==> config.mk <==
export PLATFORM = sky130hd
export DESIGN_NAME = mips_multicycle_ctrl
export DESIGN_NICKNAME = d
export VERILOG_FILES = /design/src/rtl/mips_multicycle_ctrl_pkg.sv /design/src/rtl/mips_multicycle_ctrl_out_dec.sv /design/src/rtl/mips_multicycle_ctrl.sv
export SDC_FILE = /design/constraint.sdc
export NUM_CORES = 1
export LEC_CHECK = 0
export ABC_AREA = 1
export BUFFER_PORTS_ARGS = -buffer_cell sky130_fd_sc_hd__buf_2
export CAP_MARGIN = 20
export CORE_AREA = 2 2 39 41
export CTS_CLUSTER_SIZE = 12
export DETAILED_ROUTE_END_ITERATION = 7
export DIE_AREA = 0 0 41 43
export PLACE_DENSITY = 0.8
export SLEW_MARGIN = 20
export SYNTH_ARGS = -nofsm -noshare
export SYNTH_HDL_FRONTEND = slang
export SYNTH_SLANG_ARGS = --single-unit
==> constraint.sdc <==
create_clock -name clk -period 1.8 [get_ports clk]
set_input_delay 0.18 -clock clk [delete_from_list [all_inputs] [get_ports clk]]
set_output_delay 0.18 -clock clk [all_outputs]
set_load 0.05 [all_outputs]
==> src/rtl/mips_multicycle_ctrl_pkg.sv <==
// Shared types and encodings for the multi-cycle MIPS main control FSM.
package mips_ctrl_pkg;

  localparam int OP_W    = 6;
  localparam int STATE_W = 4;

  typedef enum logic [STATE_W-1:0] {
    S_FETCH     = 4'd0,
    S_DECODE    = 4'd1,
    S_MEM_ADDR  = 4'd2,
    S_MEM_READ  = 4'd3,
    S_MEM_WB    = 4'd4,
    S_MEM_WRITE = 4'd5,
    S_R_EXEC    = 4'd6,
    S_R_WB      = 4'd7,
    S_BRANCH    = 4'd8,
    S_JUMP      = 4'd9,
    S_ADDI_EXEC = 4'd10,
    S_ADDI_WB   = 4'd11,
    S_SPARE_12  = 4'd12,
    S_SPARE_13  = 4'd13,
    S_SPARE_14  = 4'd14,
    S_SPARE_15  = 4'd15
  } state_t;

  localparam logic [OP_W-1:0] OP_RTYPE = 6'b000000;
  localparam logic [OP_W-1:0] OP_LW    = 6'b100011;
  localparam logic [OP_W-1:0] OP_SW    = 6'b101011;
  localparam logic [OP_W-1:0] OP_BEQ   = 6'b000100;
  localparam logic [OP_W-1:0] OP_J     = 6'b000010;
  localparam logic [OP_W-1:0] OP_ADDI  = 6'b001000;

  localparam logic [1:0] ALU_OP_ADD   = 2'b00;
  localparam logic [1:0] ALU_OP_SUB   = 2'b01;
  localparam logic [1:0] ALU_OP_FUNCT = 2'b10;

  localparam logic [1:0] ALUB_REG     = 2'b00;
  localparam logic [1:0] ALUB_FOUR    = 2'b01;
  localparam logic [1:0] ALUB_IMM     = 2'b10;
  localparam logic [1:0] ALUB_IMM_SH2 = 2'b11;

  localparam logic [1:0] PCSRC_ALU    = 2'b00;
  localparam logic [1:0] PCSRC_ALUOUT = 2'b01;
  localparam logic [1:0] PCSRC_JUMP   = 2'b10;

  typedef struct packed {
    logic       pc_write;
    logic       pc_write_cond;
    logic       i_or_d;
    logic       mem_read;
    logic       mem_write;
    logic       ir_write;
    logic       mem_to_reg;
    logic       reg_dst;
    logic       reg_write;
    logic       alu_src_a;
    logic [1:0] alu_src_b;
    logic [1:0] alu_op;
    logic [1:0] pc_source;
    logic       illegal_op;
    logic       instr_done;
  } ctrl_t;

  localparam ctrl_t CTRL_NONE = ctrl_t'({$bits(ctrl_t){1'b0}});

  function automatic logic op_supported(input logic [OP_W-1:0] op);
    case (op)
      OP_RTYPE, OP_LW, OP_SW, OP_BEQ, OP_J, OP_ADDI: op_supported = 1'b1;
      default:                                       op_supported = 1'b0;
    endcase
  endfunction

endpackage

==> src/rtl/mips_multicycle_ctrl_out_dec.sv <==
// Combinational control-vector decode from the current FSM state.
// en=0 forces every control (including pulses) to zero.
module mips_ctrl_out_dec
  import mips_ctrl_pkg::*;
(
  input  state_t          state,
  input  logic            en,
  input  logic            mem_ready,
  input  logic [OP_W-1:0] opcode,
  output ctrl_t           ctrl
);

  // State decode; only fetch strobes, decode pulses and the sw completion look at inputs
  always_comb begin
    ctrl = CTRL_NONE;
    if (en) begin
      case (state)
        S_FETCH: begin
          ctrl.mem_read  = 1'b1;
          ctrl.alu_src_b = ALUB_FOUR;
          ctrl.alu_op    = ALU_OP_ADD;
          ctrl.pc_source = PCSRC_ALU;
          ctrl.ir_write  = mem_ready;
          ctrl.pc_write  = mem_ready;
        end
        S_DECODE: begin
          ctrl.alu_src_b = ALUB_IMM_SH2;
          ctrl.alu_op    = ALU_OP_ADD;
          if (!op_supported(opcode)) begin
            ctrl.illegal_op = 1'b1;
            ctrl.instr_done = 1'b1;
          end else begin
            ctrl.illegal_op = 1'b0;
            ctrl.instr_done = 1'b0;
          end
        end
        S_MEM_ADDR: begin
          ctrl.alu_src_a = 1'b1;
          ctrl.alu_src_b = ALUB_IMM;
        end
        S_MEM_READ: begin
          ctrl.mem_read = 1'b1;
          ctrl.i_or_d   = 1'b1;
        end
        S_MEM_WB: begin
          ctrl.reg_write  = 1'b1;
          ctrl.mem_to_reg = 1'b1;
          ctrl.instr_done = 1'b1;
        end
        S_MEM_WRITE: begin
          ctrl.mem_write  = 1'b1;
          ctrl.i_or_d     = 1'b1;
          ctrl.instr_done = mem_ready;
        end
        S_R_EXEC: begin
          ctrl.alu_src_a = 1'b1;
          ctrl.alu_src_b = ALUB_REG;
          ctrl.alu_op    = ALU_OP_FUNCT;
        end
        S_R_WB: begin
          ctrl.reg_write  = 1'b1;
          ctrl.reg_dst    = 1'b1;
          ctrl.instr_done = 1'b1;
        end
        S_BRANCH: begin
          ctrl.alu_src_a     = 1'b1;
          ctrl.alu_op        = ALU_OP_SUB;
          ctrl.pc_write_cond = 1'b1;
          ctrl.pc_source     = PCSRC_ALUOUT;
          ctrl.instr_done    = 1'b1;
        end
        S_JUMP: begin
          ctrl.pc_write   = 1'b1;
          ctrl.pc_source  = PCSRC_JUMP;
          ctrl.instr_done = 1'b1;
        end
        S_ADDI_EXEC: begin
          ctrl.alu_src_a = 1'b1;
          ctrl.alu_src_b = ALUB_IMM;
        end
        S_ADDI_WB: begin
          ctrl.reg_write  = 1'b1;
          ctrl.instr_done = 1'b1;
        end
        default: ctrl = CTRL_NONE;
      endcase
    end else begin
      ctrl = CTRL_NONE;
    end
  end

endmodule

==> src/rtl/mips_multicycle_ctrl.sv <==
// Main control FSM of the multi-cycle MIPS datapath: state register and
// next-state logic; control outputs come from mips_ctrl_out_dec.
module mips_multicycle_ctrl
  import mips_ctrl_pkg::*;
#(
  parameter int OP_W    = 6,
  parameter int STATE_W = 4
) (
  input  logic               clk,
  input  logic               rst_n,
  input  logic [OP_W-1:0]    opcode,
  input  logic               mem_ready,
  output logic               pc_write,
  output logic               pc_write_cond,
  output logic               i_or_d,
  output logic               mem_read,
  output logic               mem_write,
  output logic               ir_write,
  output logic               mem_to_reg,
  output logic               reg_dst,
  output logic               reg_write,
  output logic               alu_src_a,
  output logic [1:0]         alu_src_b,
  output logic [1:0]         alu_op,
  output logic [1:0]         pc_source,
  output logic               illegal_op,
  output logic               instr_done,
  output logic [STATE_W-1:0] state_dbg
);

  state_t state_r;
  state_t state_nxt_s;
  ctrl_t  ctrl_s;

  // Next-state selection; spare encodings fall back to fetch
  always_comb begin
    state_nxt_s = S_FETCH;
    case (state_r)
      S_FETCH: begin
        if (mem_ready) begin
          state_nxt_s = S_DECODE;
        end else begin
          state_nxt_s = S_FETCH;
        end
      end
      S_DECODE: begin
        case (opcode)
          OP_LW, OP_SW: state_nxt_s = S_MEM_ADDR;
          OP_RTYPE:     state_nxt_s = S_R_EXEC;
          OP_BEQ:       state_nxt_s = S_BRANCH;
          OP_J:         state_nxt_s = S_JUMP;
          OP_ADDI:      state_nxt_s = S_ADDI_EXEC;
          default:      state_nxt_s = S_FETCH;
        endcase
      end
      S_MEM_ADDR: begin
        if (opcode == OP_SW) begin
          state_nxt_s = S_MEM_WRITE;
        end else begin
          state_nxt_s = S_MEM_READ;
        end
      end
      S_MEM_READ: begin
        if (mem_ready) begin
          state_nxt_s = S_MEM_WB;
        end else begin
          state_nxt_s = S_MEM_READ;
        end
      end
      S_MEM_WRITE: begin
        if (mem_ready) begin
          state_nxt_s = S_FETCH;
        end else begin
          state_nxt_s = S_MEM_WRITE;
        end
      end
      S_R_EXEC:    state_nxt_s = S_R_WB;
      S_ADDI_EXEC: state_nxt_s = S_ADDI_WB;
      S_MEM_WB, S_R_WB, S_BRANCH, S_JUMP, S_ADDI_WB: state_nxt_s = S_FETCH;
      default:     state_nxt_s = S_FETCH;
    endcase
  end

  // State register with synchronous active-low reset
  always_ff @(posedge clk) begin
    if (!rst_n) begin
      state_r <= S_FETCH;
    end else begin
      state_r <= state_nxt_s;
    end
  end

  // Decoder is disabled while reset is held so no strobe leaks in the reset cycle
  mips_ctrl_out_dec u_out_dec (
    .state     (state_r),
    .en        (rst_n),
    .mem_ready (mem_ready),
    .opcode    (opcode[5:0]),
    .ctrl      (ctrl_s)
  );

  assign pc_write      = ctrl_s.pc_write;
  assign pc_write_cond = ctrl_s.pc_write_cond;
  assign i_or_d        = ctrl_s.i_or_d;
  assign mem_read      = ctrl_s.mem_read;
  assign mem_write     = ctrl_s.mem_write;
  assign ir_write      = ctrl_s.ir_write;
  assign mem_to_reg    = ctrl_s.mem_to_reg;
  assign reg_dst       = ctrl_s.reg_dst;
  assign reg_write     = ctrl_s.reg_write;
  assign alu_src_a     = ctrl_s.alu_src_a;
  assign alu_src_b     = ctrl_s.alu_src_b;
  assign alu_op        = ctrl_s.alu_op;
  assign pc_source     = ctrl_s.pc_source;
  assign illegal_op    = ctrl_s.illegal_op;
  assign instr_done    = ctrl_s.instr_done;
  assign state_dbg     = rst_n ? STATE_W'(state_r) : {STATE_W{1'b0}};

endmodule

== After elaboration in Yosys (flattened, before gate mapping) ==
Index checks and enable logic that the tools add are counted.
Storage, ports and cells
  bits of input ports: 9
  register bits: 4
Operators by class
  eq/ne operators: 16
  reductions and logical operators: 10
  muxes and demuxes: 27
Operators by type and width (number)
  $pmux 4 s7: 1
  $pmux 4 s5: 1
  $mux 18: 1
  $eq 4x3->1 const B: 4
  $eq 4x4->1 const B: 4
  $mux 1: 14
  $eq 6x6->1 const B: 2
  $mux 3: 3
  $eq 4x2->1 const B: 2
  $pmux 2 s2: 2
  $reduce_or 2->1: 4
  $eq 6x2->1 const B: 1
  $eq 6x3->1 const B: 1
  $eq 6x4->1 const B: 1
  $logic_not 6->1: 1
  $pmux 2 s3: 1
  $reduce_or 6->1: 1
  $reduce_or 5->1: 1
  $eq 4x1->1 const B: 1
  $logic_not 4->1: 1
  $mux 4: 1
  $reduce_or 4->1: 1
  $pmux 1 s3: 1
  $reduce_or 3->1: 1
  2 further kinds: 2

== Longest topological paths before layout ==
Gate-level depths: netlist of the first run.
  word-level depth: 8
  depth in mapped cells: 9

== Hierarchy ==
Synthesis of the first run repeated with hierarchy kept, for this count alone.
Unflattened totals
  cells, all modules: 150
  area total of the unflattened synthesis: 703.2 um^2
Modules (own cells, without submodules)
  mips_multicycle_ctrl: times used 1, area each 432.9 um^2, cells each 88, sequential area each 80.1 um^2
  mips_ctrl_out_dec: times used 1, area each 270.3 um^2, cells each 62, sequential area each 0.0 um^2

== Worst setup path before layout of the first run ==
No wires, ideal clock.
  path kind: reg-to-output
  start point: reg state_r[3]
  end point: out alu_op[0]
  data required time: 1.620 ns
  data arrival time: 1.735 ns
  path buffers: 1
  setup slack: -0.115 ns
  cell stages (with the launch flop): 6
  cell sequence: dfxtp_1 -> nand2_1 -> inv_1 -> nand2_1 -> nor2_1 -> buf_4
On the way
  word-level cells in the longest chain between the ends: 3
  elaborated cells between the ends (all ways): 4
  those cells by class: eq/ne: 2; mux: 2
Ends and longest elaborated chain
  from (decl): line mips_multicycle_ctrl.sv:31  | state_t state_r;
  from (signal assigned): line mips_multicycle_ctrl.sv:89  | state_r <= state_nxt_s;
  $eq 4x4->1 / $eq 4x3->1 (equally long branches): line mips_multicycle_ctrl_out_dec.sv:17  | case (state)
  $pmux 2 s2 *: line mips_multicycle_ctrl_out_dec.sv:17
  $mux 18 *: line mips_multicycle_ctrl_out_dec.sv:16  | if (en) begin
  to (decl): line mips_multicycle_ctrl.sv:24  | output logic [1:0] alu_op,
Mark *: on every way between the ends. The rest lies on a longest branch, timed or not.

== Final worst setup path of the first run ==
  start point: reg state_r[2]
  end point: out instr_done
On the way
  word-level cells in the longest chain between the ends: 4
  elaborated cells between the ends (all ways): 10
  those cells by class: eq/ne: 7; mux: 2; reduce/logical: 1
Ends and longest elaborated chain
  $eq 4x3->1 / $eq 4x4->1 (equally long branches): line mips_multicycle_ctrl_out_dec.sv:17
  $reduce_or 5->1 (no line)
  $pmux 1 s3 *: line mips_multicycle_ctrl_out_dec.sv:17
  $mux 18 *: line mips_multicycle_ctrl_out_dec.sv:16
  to (decl): line mips_multicycle_ctrl.sv:27  | output logic instr_done,
Marked as above.

==> reports/qor.yml, run 1 <==
clock_tree:
  cts_buffer_depth: 2
  cts_buffers: 3
  cts_num_sinks: 4
  clk_pin_slew_ps: 40
  clock_latency_ps: 250
  cts_root_buffer: "clkbuf_4"
  htreeDepth: 1
  cts_tree: "built"
route:
  vias_per_cell: 4.77
  drt_iter0_markers: 20
  dr_total_vias: 821
  first_pass_iters: 5
  ant_nets: 0
  wire_per_inst_um: 9.63
  route.detailed.drc: 0
  totalWireLength_um: 1660
global_route:
  grt_pass1_wl_um: 2610
  grt_pass1_vias: 676
  grt_overflow: 0
  track_usage_pct: 21.1
  grt_max_degree: 18
  grt_antenna_before_repair: 0
power:
  power.share.sequential_pct: 28.1
  leakagePower_nw: 0.532
  p_int_w: 0.000197
  p_switching_w: 0.000136
  ir_worst_vdd_v: 0.000321
  power_frac_comb_pct: 34.7
  power_density_nw_per_um2: 423
  switching_share_pct: 40.9
  clkPwrFrac_pct: 37.1
worst_setup_path:
  crit_path_max_fanout: 4
  r2r_slack_ps: 680
  cp-start-kind: "flip-flop"
  cp_common_cell: "nand2_1"
  worstReg2RegStart: "state_r[3]$_SDFF_PN0_"
  cpLargestDelayFamily: "simple AND/OR/NAND/NOR gates"
  arrival_ps: 1540
  cp_cell_sequence: "inv_2, nor2_2, nand2_1, nand2_1, nand2_1, nand3_1, nand2_1, nand2_1, buf_2"
  cp_slowest_stage_delay_ps: 440
  reg2reg_depth: 7
  critical_path_required_ps: 1620
  crit_buf_inv: 2
  endpoint_kind: "primary output"
  cp_slowest_cell: "dfxtp_1"
  r2r-end: "state_r[2]$_SDFF_PN0_"
  crit_type: "reg -> out"
finish:
  final_nets: 167
  final_common_cell: "nand2_1"
  final_cell_mix: "nand2_1, nor2_1, buf_2"
  largest_reg_flops: 4
  reg.largest.list: "state_r: 4 flops"
  diodes: 0
  drive_above_1_share_pct: 29.5
  area_delta_synth_final_pct: 30.2
  fin_util_pct: 56.9
  largest-register: "state_r"
synth:
  synth_xor_xnor_area_share_pct: 0
  synth_warnings: 0
  syn-instance-count: 126
  syn-num-nets: 135
  yosysTopAreaCell: "nand2_1"
  yosysUniqueCellTypes: 18
  synth_top_family_by_area: "simple AND/OR/NAND/NOR gates"
  syn_avg_cell_area_sq_um: 4.80
  synth-compound-area-share_pct: 7.87
  synth-seq-cells: 4
  seq_area_frac_synth_pct: 13.3
  synth.area.mux_share_pct: 0
  yosys.area.top_type_share_pct: 23.0
  syn_area_sq_um: 604
  synth_fa_ha_area_share_pct: 0
  yosys.area_share.simple_pct: 59.4
  synth_area_leaders: "nand2_1, nor2_1, inv_1"
sta:
  finalCriticalPeriod_ps: 1720
  finalHoldViolCount: 0
  totalNegativeSetupSlack_ps: 0
  finClkSkew_ps: 7.13
  fin_crit_sh_pct: 95.4
  slew_violations: 0
  relSlewSlack_pct: 80.7
  rsz0062_at_grt: "no"
  finalSetupViolCount: 0
  fmax_mhz: 582
  holdWs_ps: 234
  worst_pin_slew_ps: 289
floorplanning:
  die_w_um: 41
  die_area_sq_um: 1760
  core.rowCount: 14
  ios: 31
  dieHeight_um: 43
  initial_core_util_pct: 43.7
  core_sq_um: 1380
placed_design:
  hpwl_um: 1370
  gp_congestion: 0.880
  io_buffers: 30
worst_hold_path:
  min_path_cells: 3
  min_from: "rst_n"
  whs_endpoint: "state_r[1]$_SDFF_PN0_"
  min_path_type: "in -> reg"
job:
  maxCapViolations: 0
run_status:
  status: "finished, final reports clean"
metal layers:
metal	up-vias	routed length (um)	GRT usage [%]
met5	-	0	0
met1	332	676	25.1
met2	39	828	33.8
li1	445	-	-
met3	5	121	4.19
met4	0	31	10.7
synthesized netlist by cell type (all sizes together):
| cell type | instances |
|---|---|
| dfxtp | 4 |
| buf | 3 |
| nand3 | 10 |
| o21ai | 1 |
| inv | 26 |
| a21oi | 4 |
| o22ai | 1 |
| nor2 | 31 |
| nor3 | 2 |
| nand2 | 41 |
| a31oi | 2 |
| and2 | 1 |
worst min-delay path, delay by kind of cell:
| kind | cells | cell delay, ps |
|---|---|---|
| buffers and inverters | 2 | 180 |
| AND/OR/NAND/NOR | 1 | 70 |
worst max path at each step:
stage / from / cells after the start / endpoint / slack, ps
global route: state_r[2]$_SDFF_PN0_ / 9 / instr_done / 8
finish: state_r[2]$_SDFF_PN0_ / 9 / instr_done / 80
global placement: state_r[1]$_SDFF_PN0_ / 6 / pc_write / 380
detailed placement: state_r[2]$_SDFF_PN0_ / 9 / instr_done / 360
CTS: state_r[2]$_SDFF_PN0_ / 9 / instr_done / 100
floorplan: state_r[2]$_SDFF_PN0_ / 3 / alu_src_b[0] / 8
cell type report:
class / count / area, sq um
clock buffer: 3 / 22.5
sequential: 4 / 80.1
multi-input combinational: 93 / 409
tap: 16 / 20.0
fill: 145 / 597
inverter: 26 / 97.6
timing repair buffer: 30 / 158
metrics by stage:
step | instances | instance area, sq um | total power [W] | setup slack, ps
finish | 172 | 787 | 0.000333 | 82.4
global route | 172 | 787 | 0.000346 | 8.49
CTS | 172 | 779 | 0.000328 | 100
detailed placement | 169 | 757 | 0.000209 | 361
global placement | 169 | 757 | 0.000208 | 377
floorplan | 126 | 607 | 0.000177 | 8.40
kinds of logic after synthesis:
group	Yosys count
simple gates	85
buf+inv	29
compound gates	8
flops	4
what timing repair did:
item | CTS | global route
buffers inserted | 0 | 0
hold buffers | 0 | 0
gates resized for setup | 0 | 3
endpoints found under the setup margin | 0 | 3
power by group through the flow:
stage          Clock, W  Sequential (W)  Combinational (W)
2_1_floorplan         0       0.0000947          0.0000827
3_3_place_gp          0       0.0000952           0.000113
3_5_place_dp          0       0.0000951           0.000114
4_1_cts        0.000120       0.0000936           0.000114
5_1_grt        0.000125       0.0000942           0.000127
6_report       0.000124       0.0000937           0.000116
(Power assumes the default switching activity.)
==> inputs of run 2 (changes only) <==
--- a/constraint.sdc
+++ b/constraint.sdc
@@ -3,2 +3,2 @@
 set_output_delay 0.18 -clock clk [all_outputs]
-set_load 0.05 [all_outputs]
+set_load 0.02 [all_outputs]
==> run 2 against run 1 <==
Compared with the run above:
- via count down 0.97%
- sequential cell count stayed put
- maximum frequency up 4.8%
- sequential share of layout area rose by 0.13 points
==> reports/qor.yml, run 2 (same netlist as run 1, synthesis figures left out) <==
route:
  route.detailed.drc: 0  # unchanged
  totalWireLength_um: 1500  # -9.5%
  first_pass_iters: 4  # -1
  drt_iter0_markers: 17  # -15%
  vias_per_cell: 4.73  # -0.97%
  ant_nets: 0  # unchanged
  wire_per_inst_um: 8.72  # -9.5%
  dr_total_vias: 813  # -0.97%
finish:
  final_cell_mix: "nand2_1, buf_2, nor2_1"
  area_delta_synth_final_pct: 28.6
  largest_reg_flops: 4  # unchanged
  final_nets: 167  # unchanged
  diodes: 0  # unchanged
  finalNonFillerCells: 172  # unchanged
  fill_cells: 167  # +15%
  drive_above_1_share_pct: 28.8  # -0.64 points
  reg.largest.list: "state_r: 4 flops"
  largest-register: "state_r"
  final_common_cell: "nand2_1"
worst_hold_path:
  min_from: "rst_n"
  min_path_type: "in -> reg"
  min_path_cells: 3  # unchanged
global_route:
  grt_pass1_wl_um: 2270  # -13%
  grt_antenna_before_repair: 0  # unchanged
  grt_overflow: 0  # unchanged
  grt_pass1_vias: 614  # -9.2%
  track_usage_pct: 18.5  # -2.6 points
  grt_max_degree: 18  # unchanged
power:
  ir_worst_vdd_v: 0.000247  # -23%
  power_density_nw_per_um2: 367  # -13%
  leakagePower_nw: 0.533  # +0.16%
sta:
  finalSetupViolCount: 0  # unchanged
  slew_violations: 0  # unchanged
  finalHoldViolCount: 0  # unchanged
  totalNegativeSetupSlack_ps: 0  # unchanged
  finalCriticalPeriod_ps: 1640  # -78.1 ps
  fmax_mhz: 610  # +4.8%
  worst_pin_slew_ps: 264  # -25.1 ps
  relSlewSlack_pct: 82.4  # +1.7 points
  finClkSkew_ps: 1.14  # -5.99 ps
  rsz0062_at_grt: "no"
  fin_crit_sh_pct: 91.1  # -4.3 points
placed_design:
  gp_congestion: 0.838  # -4.7%
  io_buffers: 30  # unchanged
  hpwl_um: 1320  # -3.4%
  dp.cells: 169  # unchanged
floorplanning:
  die_area_sq_um: 1760  # unchanged
  die_w_um: 41  # unchanged
  dieHeight_um: 43  # unchanged
  ios: 31  # unchanged
  initial_core_util_pct: 43.7  # unchanged
  core.rowCount: 14  # unchanged
  core_sq_um: 1380  # unchanged
worst_setup_path:
  endpoint_kind: "primary output"
  crit_path_end: "instr_done"
  cp-start-kind: "flip-flop"
  crit_start: "state_r[2]$_SDFF_PN0_"
  arrival_ps: 1460  # -80 ps
  r2r_slack_ps: 680  # about the same
  crit_path_max_fanout: 4  # unchanged
  worstReg2RegStart: "state_r[3]$_SDFF_PN0_"
  r2r-end: "state_r[2]$_SDFF_PN0_"
  crit_type: "reg -> out"
  reg2reg_depth: 7  # unchanged
  critical_path_required_ps: 1620  # about the same
clock_tree:
  cts.repair.resized: 0  # unchanged
  cts_setup_buffers: 0  # unchanged
  cts_root_buffer: "clkbuf_4"
  cts_tree: "built"
  cts_buffers: 3  # unchanged
  clk_pin_slew_ps: 30  # about the same
  cts_num_sinks: 4  # unchanged
  htreeDepth: 1  # unchanged
  holdBufCountCts: 0  # unchanged
  cts_buffer_depth: 2  # unchanged
  clock_latency_ps: 230  # -20 ps
job:
  maxCapViolations: 0  # unchanged
run_status:
  status: "finished, final reports clean"
[run 2: changes by cell type in the layout (fill, tap and decap cells not counted)]
cell	change
clkbuf_4	-3
buf_2	+3
nor2_2	-1
nor2_1	+1
[run 2: how the worst min path moves through the flow]
| stage | endpoint | slack [ps] |
|---|---|---|
| floorplan | state_r[1]$_SDFF_PN0_ | 280 |
| global placement | state_r[1]$_SDFF_PN0_ | 460 |
| detailed placement | state_r[1]$_SDFF_PN0_ | 470 |
| CTS | state_r[1]$_SDFF_PN0_ | 230 |
| global route | state_r[1]$_SDFF_PN0_ | 240 |
| finish | state_r[1]$_SDFF_PN0_ | 240 |
[run 2: area by class of cell]
cell class                 instances  area (sq um)  area share, %
multi-input combinational         93           407           52.3
timing repair buffer              30           150           19.3
inverter                          26          97.6           12.6
sequential                         4          80.1           10.3
clock buffer                       3          22.5           2.90
tap                               16          20.0           2.58
[run 2: through the flow]
step | setup WS (ps) | instance area [sq um] | utilization, % | total power (W) | hold WS (ps)
6_report | 161 | 777 | 56.1 | 0.000285 | 238
5_1_grt | 27.9 | 777 | 56.1 | 0.000313 | 241
4_1_cts | 142 | 777 | 56.1 | 0.000291 | 233
3_5_place_dp | 394 | 754 | 54.5 | 0.000183 | 469
3_3_place_gp | 445 | 754 | 54.5 | 0.000181 | 463
2_1_floorplan | 360 | 604 | - | 0.000152 | 278
[run 2: per-layer routing]
metal	wire length (um)	GRT usage [%]	part of all wire [%]
met1	631	19.3	42
met2	778	34.1	52
met3	89	3.14	5.9
met4	0	6.00	0
met5	0	0	0
[run 2: power by group]
part	internal, W	switching (W)	leakage (nW)
Combinational	0.0000289	0.0000586	0.487
Sequential	0.0000913	0.00000252	0.0325
Clock	0.0000741	0.0000300	0.0138
Total	0.000194	0.0000911	0.533
[run 2: critical path, cell delays in order (launching register included)]
cell and delay (ps):
dfxtp_1 430, inv_2 60, nor2_2 140, nand2_1 100, nand2_1 70, nand2_1 60, nand3_1 80, nand2_1 70
nand2_1 60, buf_2 150
==> inputs of run 3 (changes only) <==
MAX_ROUTING_LAYER = met4   (was unset)
==> run 3 against run 2 <==
Compared with the run above:
- die area unchanged
- total power about the same
- largest cell class unchanged
- combinational power about the same
- cell area unchanged
- highest routed layer unchanged
==> reports/qor.yml, run 3 (same netlist as run 1, synthesis figures left out) <==
run_status:
  status: "finished, final reports clean"
route:
  route.detailed.drc: 0  # unchanged
  dr_total_vias: 811  # -0.25%
  wire_per_inst_um: 8.73  # +0.20%
  totalWireLength_um: 1500  # +0.20%
  vias_per_cell: 4.72  # -0.25%
  ant_nets: 0  # unchanged
  drt_iter0_markers: 17  # unchanged
  first_pass_iters: 4  # unchanged
placed_design:
  io_buffers: 30  # unchanged
  hpwl_um: 1320  # unchanged
  gp_congestion: 0.851  # +1.6%
  dp.cells: 169  # unchanged
finish:
  finalNonFillerCells: 172  # unchanged
  largest_reg_flops: 4  # unchanged
  final_nets: 167  # unchanged
  diodes: 0  # unchanged
  largest-register: "state_r"
  drive_above_1_share_pct: 28.8  # unchanged
  final_cell_mix: "nand2_1, buf_2, nor2_1"
  fill_cells: 167  # unchanged
  reg.largest.list: "state_r: 4 flops"
  final_common_cell: "nand2_1"
  area_delta_synth_final_pct: 28.6  # unchanged
clock_tree:
  cts_tree: "built"
  cts_buffers: 3  # unchanged
  cts_setup_buffers: 0  # unchanged
  cts_num_sinks: 4  # unchanged
  cts_root_buffer: "clkbuf_4"
  cts.repair.resized: 0  # unchanged
  htreeDepth: 1  # unchanged
  clk_pin_slew_ps: 30  # about the same
  clock_latency_ps: 230  # about the same
  holdBufCountCts: 0  # unchanged
  cts_buffer_depth: 2  # unchanged
global_route:
  grt_max_degree: 18  # unchanged
  grt_overflow: 0  # unchanged
  track_usage_pct: 19.0  # +0.56 points
  grt_antenna_before_repair: 0  # unchanged
  grt_pass1_wl_um: 2280  # +0.57%
  grt_pass1_vias: 612  # -0.33%
worst_setup_path:
  critical_path_required_ps: 1620  # about the same
  arrival_ps: 1460  # about the same
  r2r_slack_ps: 680  # about the same
  cp-start-kind: "flip-flop"
  endpoint_kind: "primary output"
  crit_type: "reg -> out"
  crit_path_max_fanout: 4  # unchanged
floorplanning:
  die_area_sq_um: 1760  # unchanged
  core_sq_um: 1380  # unchanged
  die_w_um: 41  # unchanged
  ios: 31  # unchanged
  initial_core_util_pct: 43.7  # unchanged
  core.rowCount: 14  # unchanged
  dieHeight_um: 43  # unchanged
power:
  power_density_nw_per_um2: 367  # about the same
  ir_worst_vdd_v: 0.000247  # about the same
  leakagePower_nw: 0.533  # unchanged
sta:
  relSlewSlack_pct: 82.4  # about the same
  worst_pin_slew_ps: 264  # -0.156 ps
  rsz0062_at_grt: "no"
  holdWs_ps: 238  # +0.0170 ps
  fmax_mhz: 610  # about the same
  finalCriticalPeriod_ps: 1640  # -0.765 ps
  slew_violations: 0  # unchanged
  totalNegativeSetupSlack_ps: 0  # unchanged
  fin_crit_sh_pct: 91.0  # about the same
  finalSetupViolCount: 0  # unchanged
  finalHoldViolCount: 0  # unchanged
  finClkSkew_ps: 1.14  # unchanged
job:
  maxCapViolations: 0  # unchanged
worst_hold_path:
  min_path_type: "in -> reg"
[run 3: layout make-up]
type	count	area [sq um]	area share, %
clock buffer	3	22.5	2.90
multi-input combinational	93	407	52.3
timing repair buffer	30	150	19.3
inverter	26	97.6	12.6
sequential	4	80.1	10.3
tap	16	20.0	2.58
[run 3: power by group]
group / leakage, nW / internal [W] / switching [W]
registers: 0.0325 / 0.0000913 / 0.00000252
logic: 0.487 / 0.0000289 / 0.0000587
clock network: 0.0138 / 0.0000741 / 0.0000300
total: 0.533 / 0.000194 / 0.0000912
[run 3: path summary, 6_finish.rpt]
path / from / to / cells after the start
worst min-delay path: rst_n / state_r[1]$_SDFF_PN0_ / 3
worst max-delay path: state_r[2]$_SDFF_PN0_ / instr_done / 9
worst max register to register: state_r[3]$_SDFF_PN0_ / state_r[2]$_SDFF_PN0_ / 7
worst min register to register: state_r[0]$_SDFF_PN0_ / state_r[3]$_SDFF_PN0_ / 4
[run 3: critical path: stages, from the launching register on]
cell,delay (ps)
dfxtp_1,430
inv_2,60
nor2_2,140
nand2_1,100
nand2_1,70
nand2_1,60
nand3_1,80
nand2_1,70
nand2_1,60
buf_2,150
[run 3: through the flow]
step	setup slack, ps	util (%)	power, W	cell area [sq um]
floorplan	360	-	0.000152	604
global placement	445	54.5	0.000181	754
detailed placement	394	54.5	0.000183	754
CTS	142	56.1	0.000291	777
global route	27.5	56.1	0.000313	777
finish	161	56.1	0.000285	777
[run 3: layer usage]
| metal | part of all wire [%] | up-vias | track usage (%) |
|---|---|---|---|
| li1 | - | 437 | - |
| met1 | 42 | 348 | 19.6 |
| met2 | 52 | 26 | 34.1 |
| met3 | 5.9 | 0 | 3.14 |
| met4 | 0 | 0 | 6.00 |
| met5 | 0 | - | - |
